===== src/rtl/smi_mdio_master_if.sv =====
// Host-side request/response and MDIO pad signals of the SMI master.
interface smi_mdio_master_if;
   logic        smi_wract;
   logic        smi_rdact;
   logic [15:0] smi_wdata;
   logic [4:0]  smi_phy_addr;
   logic [4:0]  smi_dev_addr;
   logic [15:0] smi_rdata;
   logic        smi_rdval;
   logic        operate_busy;
   logic        smi_mdc;
   logic        smi_mdo;
   logic        smi_link;
   logic        smi_mdi;

   modport master (
      input  smi_wract, smi_rdact, smi_wdata, smi_phy_addr, smi_dev_addr, smi_mdi,
      output smi_rdata, smi_rdval, operate_busy, smi_mdc, smi_mdo, smi_link
   );

   modport slave (
      output smi_wract, smi_rdact, smi_wdata, smi_phy_addr, smi_dev_addr, smi_mdi,
      input  smi_rdata, smi_rdval, operate_busy, smi_mdc, smi_mdo, smi_link
   );
endinterface


===== src/rtl/smi_mdio_master.sv =====
// Clause 22 MDIO/SMI master. Define SMI_PREAMBLE_EN to send the 32-bit preamble;
// without it frames start directly with ST and are 32 bits long.
module smi_mdio_master #(
   parameter int unsigned MDC_DIV = 20
) (
   input  logic               clk_100m,
   input  logic               rst_100m,
   smi_mdio_master_if.master  bus
);

   typedef enum logic [2:0] {
      S_IDLE,
`ifdef SMI_PREAMBLE_EN
      S_PRE,
`endif
      S_HDR,
      S_TA,
      S_DATA,
      S_DONE
   } state_t;

   localparam logic [7:0] DIV_LAST = 8'(MDC_DIV - 1);

   state_t      state_q, state_d;
   logic [5:0]  bit_q, bit_d;
   logic [7:0]  div_q, div_d;
   logic        half_q, half_d;
   logic        wr_q, wr_d;
   logic [31:0] tx_q, tx_d;
   logic [15:0] rx_q, rx_d;
   logic [15:0] rdata_q, rdata_d;

   logic in_frame;
   logic in_pre;
   logic bit_end;

`ifdef SMI_PREAMBLE_EN
   assign in_pre   = (state_q == S_PRE);
`else
   assign in_pre   = 1'b0;
`endif
   assign in_frame = in_pre || (state_q == S_HDR) || (state_q == S_TA) || (state_q == S_DATA);
   // A bit ends on the last cycle of its high (second) half.
   assign bit_end  = half_q && (div_q == DIV_LAST);

   always_comb begin
      state_d = state_q;
      bit_d   = bit_q;
      div_d   = div_q;
      half_d  = half_q;
      wr_d    = wr_q;
      tx_d    = tx_q;
      rx_d    = rx_q;
      rdata_d = rdata_q;

      case (state_q)
         S_IDLE: begin
            if (bus.smi_wract || bus.smi_rdact) begin
               wr_d = bus.smi_wract;
               tx_d = bus.smi_wract
                  ? {2'b01, 2'b01, bus.smi_phy_addr, bus.smi_dev_addr, 2'b10, bus.smi_wdata}
                  : {2'b01, 2'b10, bus.smi_phy_addr, bus.smi_dev_addr, 18'h3FFFF};
`ifdef SMI_PREAMBLE_EN
               state_d = S_PRE;
`else
               state_d = S_HDR;
`endif
            end
         end
`ifdef SMI_PREAMBLE_EN
         S_PRE:  if (bit_end && bit_q == 6'd31) state_d = S_HDR;
`endif
         S_HDR:  if (bit_end && bit_q == 6'd13) state_d = S_TA;
         S_TA:   if (bit_end && bit_q == 6'd1)  state_d = S_DATA;
         S_DATA: begin
            if (bit_end && bit_q == 6'd15) begin
               state_d = S_DONE;
               if (!wr_q) rdata_d = rx_q;
            end
         end
         S_DONE:  state_d = S_IDLE;
         default: state_d = S_IDLE;
      endcase

      if (state_d != state_q) begin
         bit_d  = '0;
         div_d  = '0;
         half_d = 1'b0;
      end else if (in_frame) begin
         if (div_q == DIV_LAST) begin
            div_d  = '0;
            half_d = !half_q;
            if (half_q) bit_d = bit_q + 6'd1;
         end else begin
            div_d = div_q + 8'd1;
         end
      end

      // The frame word only advances once the preamble is behind us.
      if (in_frame && !in_pre && bit_end) tx_d = {tx_q[30:0], 1'b1};

      if (state_q == S_DATA && half_q && div_q == '0) rx_d = {rx_q[14:0], bus.smi_mdi};
   end

   always_ff @(posedge clk_100m or posedge rst_100m) begin
      if (rst_100m) begin
         state_q <= S_IDLE;
         bit_q   <= '0;
         div_q   <= '0;
         half_q  <= 1'b0;
         wr_q    <= 1'b0;
         tx_q    <= '0;
         rx_q    <= '0;
         rdata_q <= '0;
      end else begin
         state_q <= state_d;
         bit_q   <= bit_d;
         div_q   <= div_d;
         half_q  <= half_d;
         wr_q    <= wr_d;
         tx_q    <= tx_d;
         rx_q    <= rx_d;
         rdata_q <= rdata_d;
      end
   end

   assign bus.operate_busy = in_frame;
   assign bus.smi_mdc      = in_frame && half_q;
   assign bus.smi_mdo      = (in_frame && !in_pre) ? tx_q[31] : 1'b1;
   assign bus.smi_link     = in_pre || (state_q == S_HDR) ||
                             (((state_q == S_TA) || (state_q == S_DATA)) && wr_q);
   assign bus.smi_rdval    = (state_q == S_DONE) && !wr_q;
   assign bus.smi_rdata    = rdata_q;

endmodule


===== src/flat_wrapper.sv =====
// flat-port wrapper written by rule: the top's interface ports become plain ports
module smi_mdio_master_flat 
#(
   parameter int unsigned MDC_DIV = 20
)
  (clk_100m, rst_100m, bus_smi_wract, bus_smi_rdact, bus_smi_wdata, bus_smi_phy_addr, bus_smi_dev_addr, bus_smi_mdi, bus_smi_rdata, bus_smi_rdval, bus_operate_busy, bus_smi_mdc, bus_smi_mdo, bus_smi_link);
  smi_mdio_master_if bus_i ();
  input  logic clk_100m;
  input  logic rst_100m;
  input wire logic [$bits(bus_i.smi_wract)-1:0] bus_smi_wract;
  input wire logic [$bits(bus_i.smi_rdact)-1:0] bus_smi_rdact;
  input wire logic [$bits(bus_i.smi_wdata)-1:0] bus_smi_wdata;
  input wire logic [$bits(bus_i.smi_phy_addr)-1:0] bus_smi_phy_addr;
  input wire logic [$bits(bus_i.smi_dev_addr)-1:0] bus_smi_dev_addr;
  input wire logic [$bits(bus_i.smi_mdi)-1:0] bus_smi_mdi;
  output wire logic [$bits(bus_i.smi_rdata)-1:0] bus_smi_rdata;
  output wire logic [$bits(bus_i.smi_rdval)-1:0] bus_smi_rdval;
  output wire logic [$bits(bus_i.operate_busy)-1:0] bus_operate_busy;
  output wire logic [$bits(bus_i.smi_mdc)-1:0] bus_smi_mdc;
  output wire logic [$bits(bus_i.smi_mdo)-1:0] bus_smi_mdo;
  output wire logic [$bits(bus_i.smi_link)-1:0] bus_smi_link;
  assign bus_i.smi_wract = bus_smi_wract;
  assign bus_i.smi_rdact = bus_smi_rdact;
  assign bus_i.smi_wdata = bus_smi_wdata;
  assign bus_i.smi_phy_addr = bus_smi_phy_addr;
  assign bus_i.smi_dev_addr = bus_smi_dev_addr;
  assign bus_i.smi_mdi = bus_smi_mdi;
  assign bus_smi_rdata = bus_i.smi_rdata;
  assign bus_smi_rdval = bus_i.smi_rdval;
  assign bus_operate_busy = bus_i.operate_busy;
  assign bus_smi_mdc = bus_i.smi_mdc;
  assign bus_smi_mdo = bus_i.smi_mdo;
  assign bus_smi_link = bus_i.smi_link;
  smi_mdio_master #(.MDC_DIV(MDC_DIV)) u_core (.clk_100m(clk_100m), .rst_100m(rst_100m), .bus(bus_i));
endmodule

===== config.mk =====
export PLATFORM = sky130hd
export DESIGN_NAME = smi_mdio_master_flat
export DESIGN_NICKNAME = d
export VERILOG_FILES = /design/src/rtl/smi_mdio_master_if.sv /design/src/rtl/smi_mdio_master.sv /design/src/flat_wrapper.sv
export SDC_FILE = /design/constraint.sdc
export NUM_CORES = 1
export LEC_CHECK = 0
export BUFFER_PORTS_ARGS = -buffer_cell sky130_fd_sc_hd__buf_2
export CAP_MARGIN = 5
export CORE_ASPECT_RATIO = 0.5
export CORE_UTILIZATION = 60
export CTS_BUF_LIST = sky130_fd_sc_hd__clkbuf_4 sky130_fd_sc_hd__clkbuf_8
export CTS_CLUSTER_DIAMETER = 40
export DETAILED_ROUTE_END_ITERATION = 7
export PLACE_DENSITY = 0.83
export SLEW_MARGIN = 20
export SYNTH_ARGS = -nofsm -noshare
export SYNTH_HDL_FRONTEND = slang
export SYNTH_SLANG_ARGS = --single-unit

===== constraint.sdc =====
create_clock -name clk_100m -period 5.5 [get_ports clk_100m]
set_input_delay 1.1 -clock clk_100m [delete_from_list [all_inputs] [get_ports clk_100m]]
set_output_delay 1.1 -clock clk_100m [all_outputs]
set_load 0.05 [all_outputs]

==> results.py <==
metrics = {
    "cts": {
        "cts.root.buffer_cell": "clkbuf_8",
        "cts_post_setup_buffers_inserted": 0,
        "clock_h_tree_levels": 3,
        "tritoncts": "built",
        "ctsLongestPathBuffers": 2,
        "postCtsHoldBufs": 0,
        "ctsResizeCount": 0,
        "clock_sinks": 83,
        "worstSkewPairLatency_ps": 350,
        "cts_made_buffers": 9,
        "clk_pin_slew_worst_paths_ps": 80,
    },
    "yosys": {
        "synth-edff-count": 0,
        "number_of_instances_in_the_synthesized_netlist": 354,
        "async_set_or_reset_flop_fraction_in_the_synthesized_netlist_pct": 100,
        "syn_avg_cell_area_um2": 11.0,
        "synth.ff_latch_count": 83,
        "seq_area_frac_synth_pct": 53.5,
        "mappedNetlistArea_um2": 3880,
        "postSynthNetCount": 389,
        "synth-warning-count": 0,
        "postSynth.topFlopCell": "dfrtp_1",
        "synth.lib_cells_used.distinct": 42,
    },
    "floorplan": {
        "starting_density_pct": 63.1,
        "pin_count": 52,
        "die_width_um": 116,
        "placement_rows": 20,
        "coreArea_um2": 6160,
        "chip_height_um": 58.9,
        "die_area_um2": 6820,
    },
    "pwr": {
        "proportion_of_power_drawn_by_flip_flops_and_latches_pct": 56.4,
        "cellLeakagePower_nw": 1.92,
        "power.combinational.fraction_pct": 2.5,
        "clock_power_share_pct": 41.1,
        "cellPowerDensity_nw_per_um2": 247,
        "psw_w": 0.000231,
        "design_power_total_w": 0.00108,
        "internal_power_component_w": 0.000852,
        "vdd_ir_drop_max_mv": 0.239,
        "power.switching_fraction_pct": 21.3,
    },
    "worst_setup_path": {
        "critical_path_buffers_and_inverters": 1,
        "critical_path.top_delay_family": "flip-flops",
        "timing.critical_path.arrival_ps": 1870,
        "path_max_fanout": 18,
        "cp.required_ps": 4400,
        "start_kind": "flop",
        "crit_path_max_delay_cell_type": "dfrtp_1",
        "setup_slack_reg_to_reg_ps": 2990,
        "crit_path_cell_trace": "o21bai_2 -> or2_2 -> buf_2",
        "worstSetupEndpointType": "output port",
        "critical-path-max-stage-delay_ps": 770,
        "critical_path_class": "reg2out",
    },
    "final_layout": {
        "diodes": 0,
        "nNetsFinal": 432,
        "final_core_util_pct": 71.3,
        "share_of_cells_above_drive_strength_1_pct": 29.4,
        "layout.cell_area.non_filler_um2": 4390,
        "area_growth_syn_to_layout_pct": 12.9,
        "filler_cell_count": 446,
    },
    "route": {
        "drt-total-wl_mm": 7.53,
        "vias": 2739,
        "detailroute.wirelength.met2_mm": 3.65,
        "top_layer_used": "met4",
        "route.layer.met1.wl_mm": 3.43,
        "routed-wl-met3_um": 337,
        "detail-route-antenna-nets": 0,
        "drt-vias-per-instance": 5.59,
        "drt_iter0_markers": 193,
        "number_of_drc_violations_after_detailed_routing": 0,
        "drt_pre_antenna_iters": 5,
        "detail_route.wl_per_cell_um": 15.4,
    },
    "status": {
        "outcome": "complete, no violations",
    },
    "global_route": {
        "grt_pass1_wl_mm": 12.8,
        "grt_max_degree": 84,
        "antenna_violations_before_repair": 0,
        "grt_overflow": 0,
        "first_global_vias": 2663,
        "globalRouteTotalUtil_pct": 25.1,
    },
    "sta": {
        "fmax_ghz": 0.336,
        "slew_viol_final": 0,
        "finalHoldViolCount": 0,
        "report.final.setup_viol": 0,
        "hold_ws_ps": 476,
        "max_slew.worst_pin.slew_ps": 944,
        "fin_worst_skew_ps": 5.58,
        "post-route-min-period_ps": 2970,
        "slew_headroom_pct": 36.9,
        "grt_setup_unrepaired": "false",
        "post-route-period-util_pct": 54.1,
        "tns_ps": 0,
    },
    "place": {
        "dp_hpwl_mm": 4.96,
        "portBuffers": 51,
        "post_dp_cell_area_um2": 4170,
        "routabilityCongestion": 0.906,
    },
    "job": {
        "max_cap_violations": 0,
    },
    "hold_path": {
        "worst_hold_path_type": "reg2reg",
    },
}
[worst reg2reg max path, stage by stage (launching register included)]
cell and delay, ps:
dfrtp_1 410, ha_1 270, and4bb_2 250, and3_4 210
nand2_2 80, nor3b_4 740, mux2_2 440
[metrics by stage]
step	cells	setup slack [ps]
6_report	490	2530
4_1_cts	490	2530
3_3_place_gp	474	2750
5_1_grt	490	2420
2_1_floorplan	354	2260
3_5_place_dp	474	2680
[layer usage]
metal / up-vias / track usage (%)
met2: 56 / 38.9
met3: 13 / 8.03
met5: - / 0
met4: 0 / 10.4
li1: 1327 / -
met1: 1343 / 33.2
[layout by cell type (no fill, tap or decap), types with 2 or more instances in the layout]
| cell | instances |
|---|---|
| clkinv_2 | 2 |
| nand3_1 | 6 |
| nand3b_1 | 17 |
| a21oi_1 | 6 |
| nor3_1 | 13 |
| clkbuf_4 | 2 |
| clkbuf_8 | 10 |
| mux2i_1 | 9 |
| inv_1 | 6 |
| nor2_1 | 12 |
| xnor2_1 | 7 |
| a221o_1 | 2 |
| and3_1 | 8 |
| nand2b_1 | 2 |
| dfrtp_1 | 83 |
| nor3b_1 | 3 |
| nor2b_1 | 2 |
| buf_2 | 51 |
| mux2_2 | 31 |
| a21boi_0 | 3 |
| nor4_1 | 2 |
| or2_2 | 3 |
| nand2_1 | 38 |
| xor2_1 | 5 |
| ha_1 | 4 |
| clkinvlp_4 | 2 |
| o21ai_0 | 47 |
| nand4_1 | 5 |
| buf_4 | 2 |
[final cells by class]
type / instances / area, um^2 / share of cell area, %
multi-input combinational: 242 / 1690 / 38.5
sequential: 83 / 2080 / 47.3
clock inverter: 4 / 50.0 / 1.14
timing repair buffer: 54 / 282 / 6.42
clock buffer: 12 / 153 / 3.48
inverter: 7 / 27.5 / 0.627
tap: 88 / 110 / 2.51
[cells in the mapped netlist, drive strengths merged, types with 2 or more instances]
cell type | number | area [um^2]
a21boi | 3 | 22.5
a21oi | 6 | 30.0
a221o | 2 | 20.0
and3 | 9 | 61.3
buf | 11 | 66.3
clkbuf | 11 | 41.3
dfrtp | 83 | 2080
ha | 4 | 50.1
inv | 7 | 26.3
mux2 | 32 | 360
mux2i | 9 | 90.1
nand2 | 39 | 149
nand2b | 2 | 12.5
nand3 | 6 | 30.0
nand3b | 17 | 128
nand4 | 5 | 31.3
nor2 | 12 | 45.0
nor2b | 3 | 18.8
nor3 | 15 | 80.1
nor3b | 4 | 41.3
nor4 | 4 | 46.3
o21ai | 48 | 240
or2 | 3 | 18.8
xnor2 | 7 | 61.3
xor2 | 5 | 43.8
[final timing paths]
| check | from | endpoint | cells after the start |
|---|---|---|---|
| setup / recovery | u_core.state_q[2] | bus_smi_mdo | 3 |
| hold / removal | u_core.tx_q[0] | u_core.tx_q[1] | 2 |
| setup reg to reg | u_core.div_q[0] | u_core.bus.smi_rdata[5] | 6 |
| hold reg to reg | u_core.tx_q[0] | u_core.tx_q[1] | 2 |
| max in group asynchronous | rst_100m | u_core.bit_q[5] | 3 |
| min in group asynchronous | rst_100m | u_core.tx_q[2] | 3 |
[kinds of logic after synthesis]
logic type               after synthesis  share of synthesized area [%]
AO/OA/AOI/OAI                         63                           9.57
XOR/XNOR                              12                           2.71
adder cells (fa/ha/maj)                4                           1.29
buffers and inverters                 29                           3.45
flip-flops                            83                           53.5
multiplexers                          41                           11.6
AND/OR/NAND/NOR                      122                           17.9
[sequential cells by signal (all words and copies together), names as in the netlist]
signal and flops:
u_core.state_q 3, u_core.bus.smi_rdata 16, u_core.wr_q 1, u_core.rx_q 16, u_core.tx_q 32, u_core.half_q 1
u_core.bit_q 6, u_core.div_q 8
[power groups by stage]
| stage | combinational (W) | clock, W | sequential, W |
|---|---|---|---|
| finish | 0.0000274 | 0.000445 | 0.000610 |
| CTS | 0.0000281 | 0.000457 | 0.000610 |
| global placement | 0.0000272 | 0 | 0.000622 |
| global route | 0.0000314 | 0.000479 | 0.000610 |
| detailed placement | 0.0000278 | 0 | 0.000622 |
| floorplan | 0.0000134 | 0 | 0.000622 |
(Power assumes the default switching activity.)
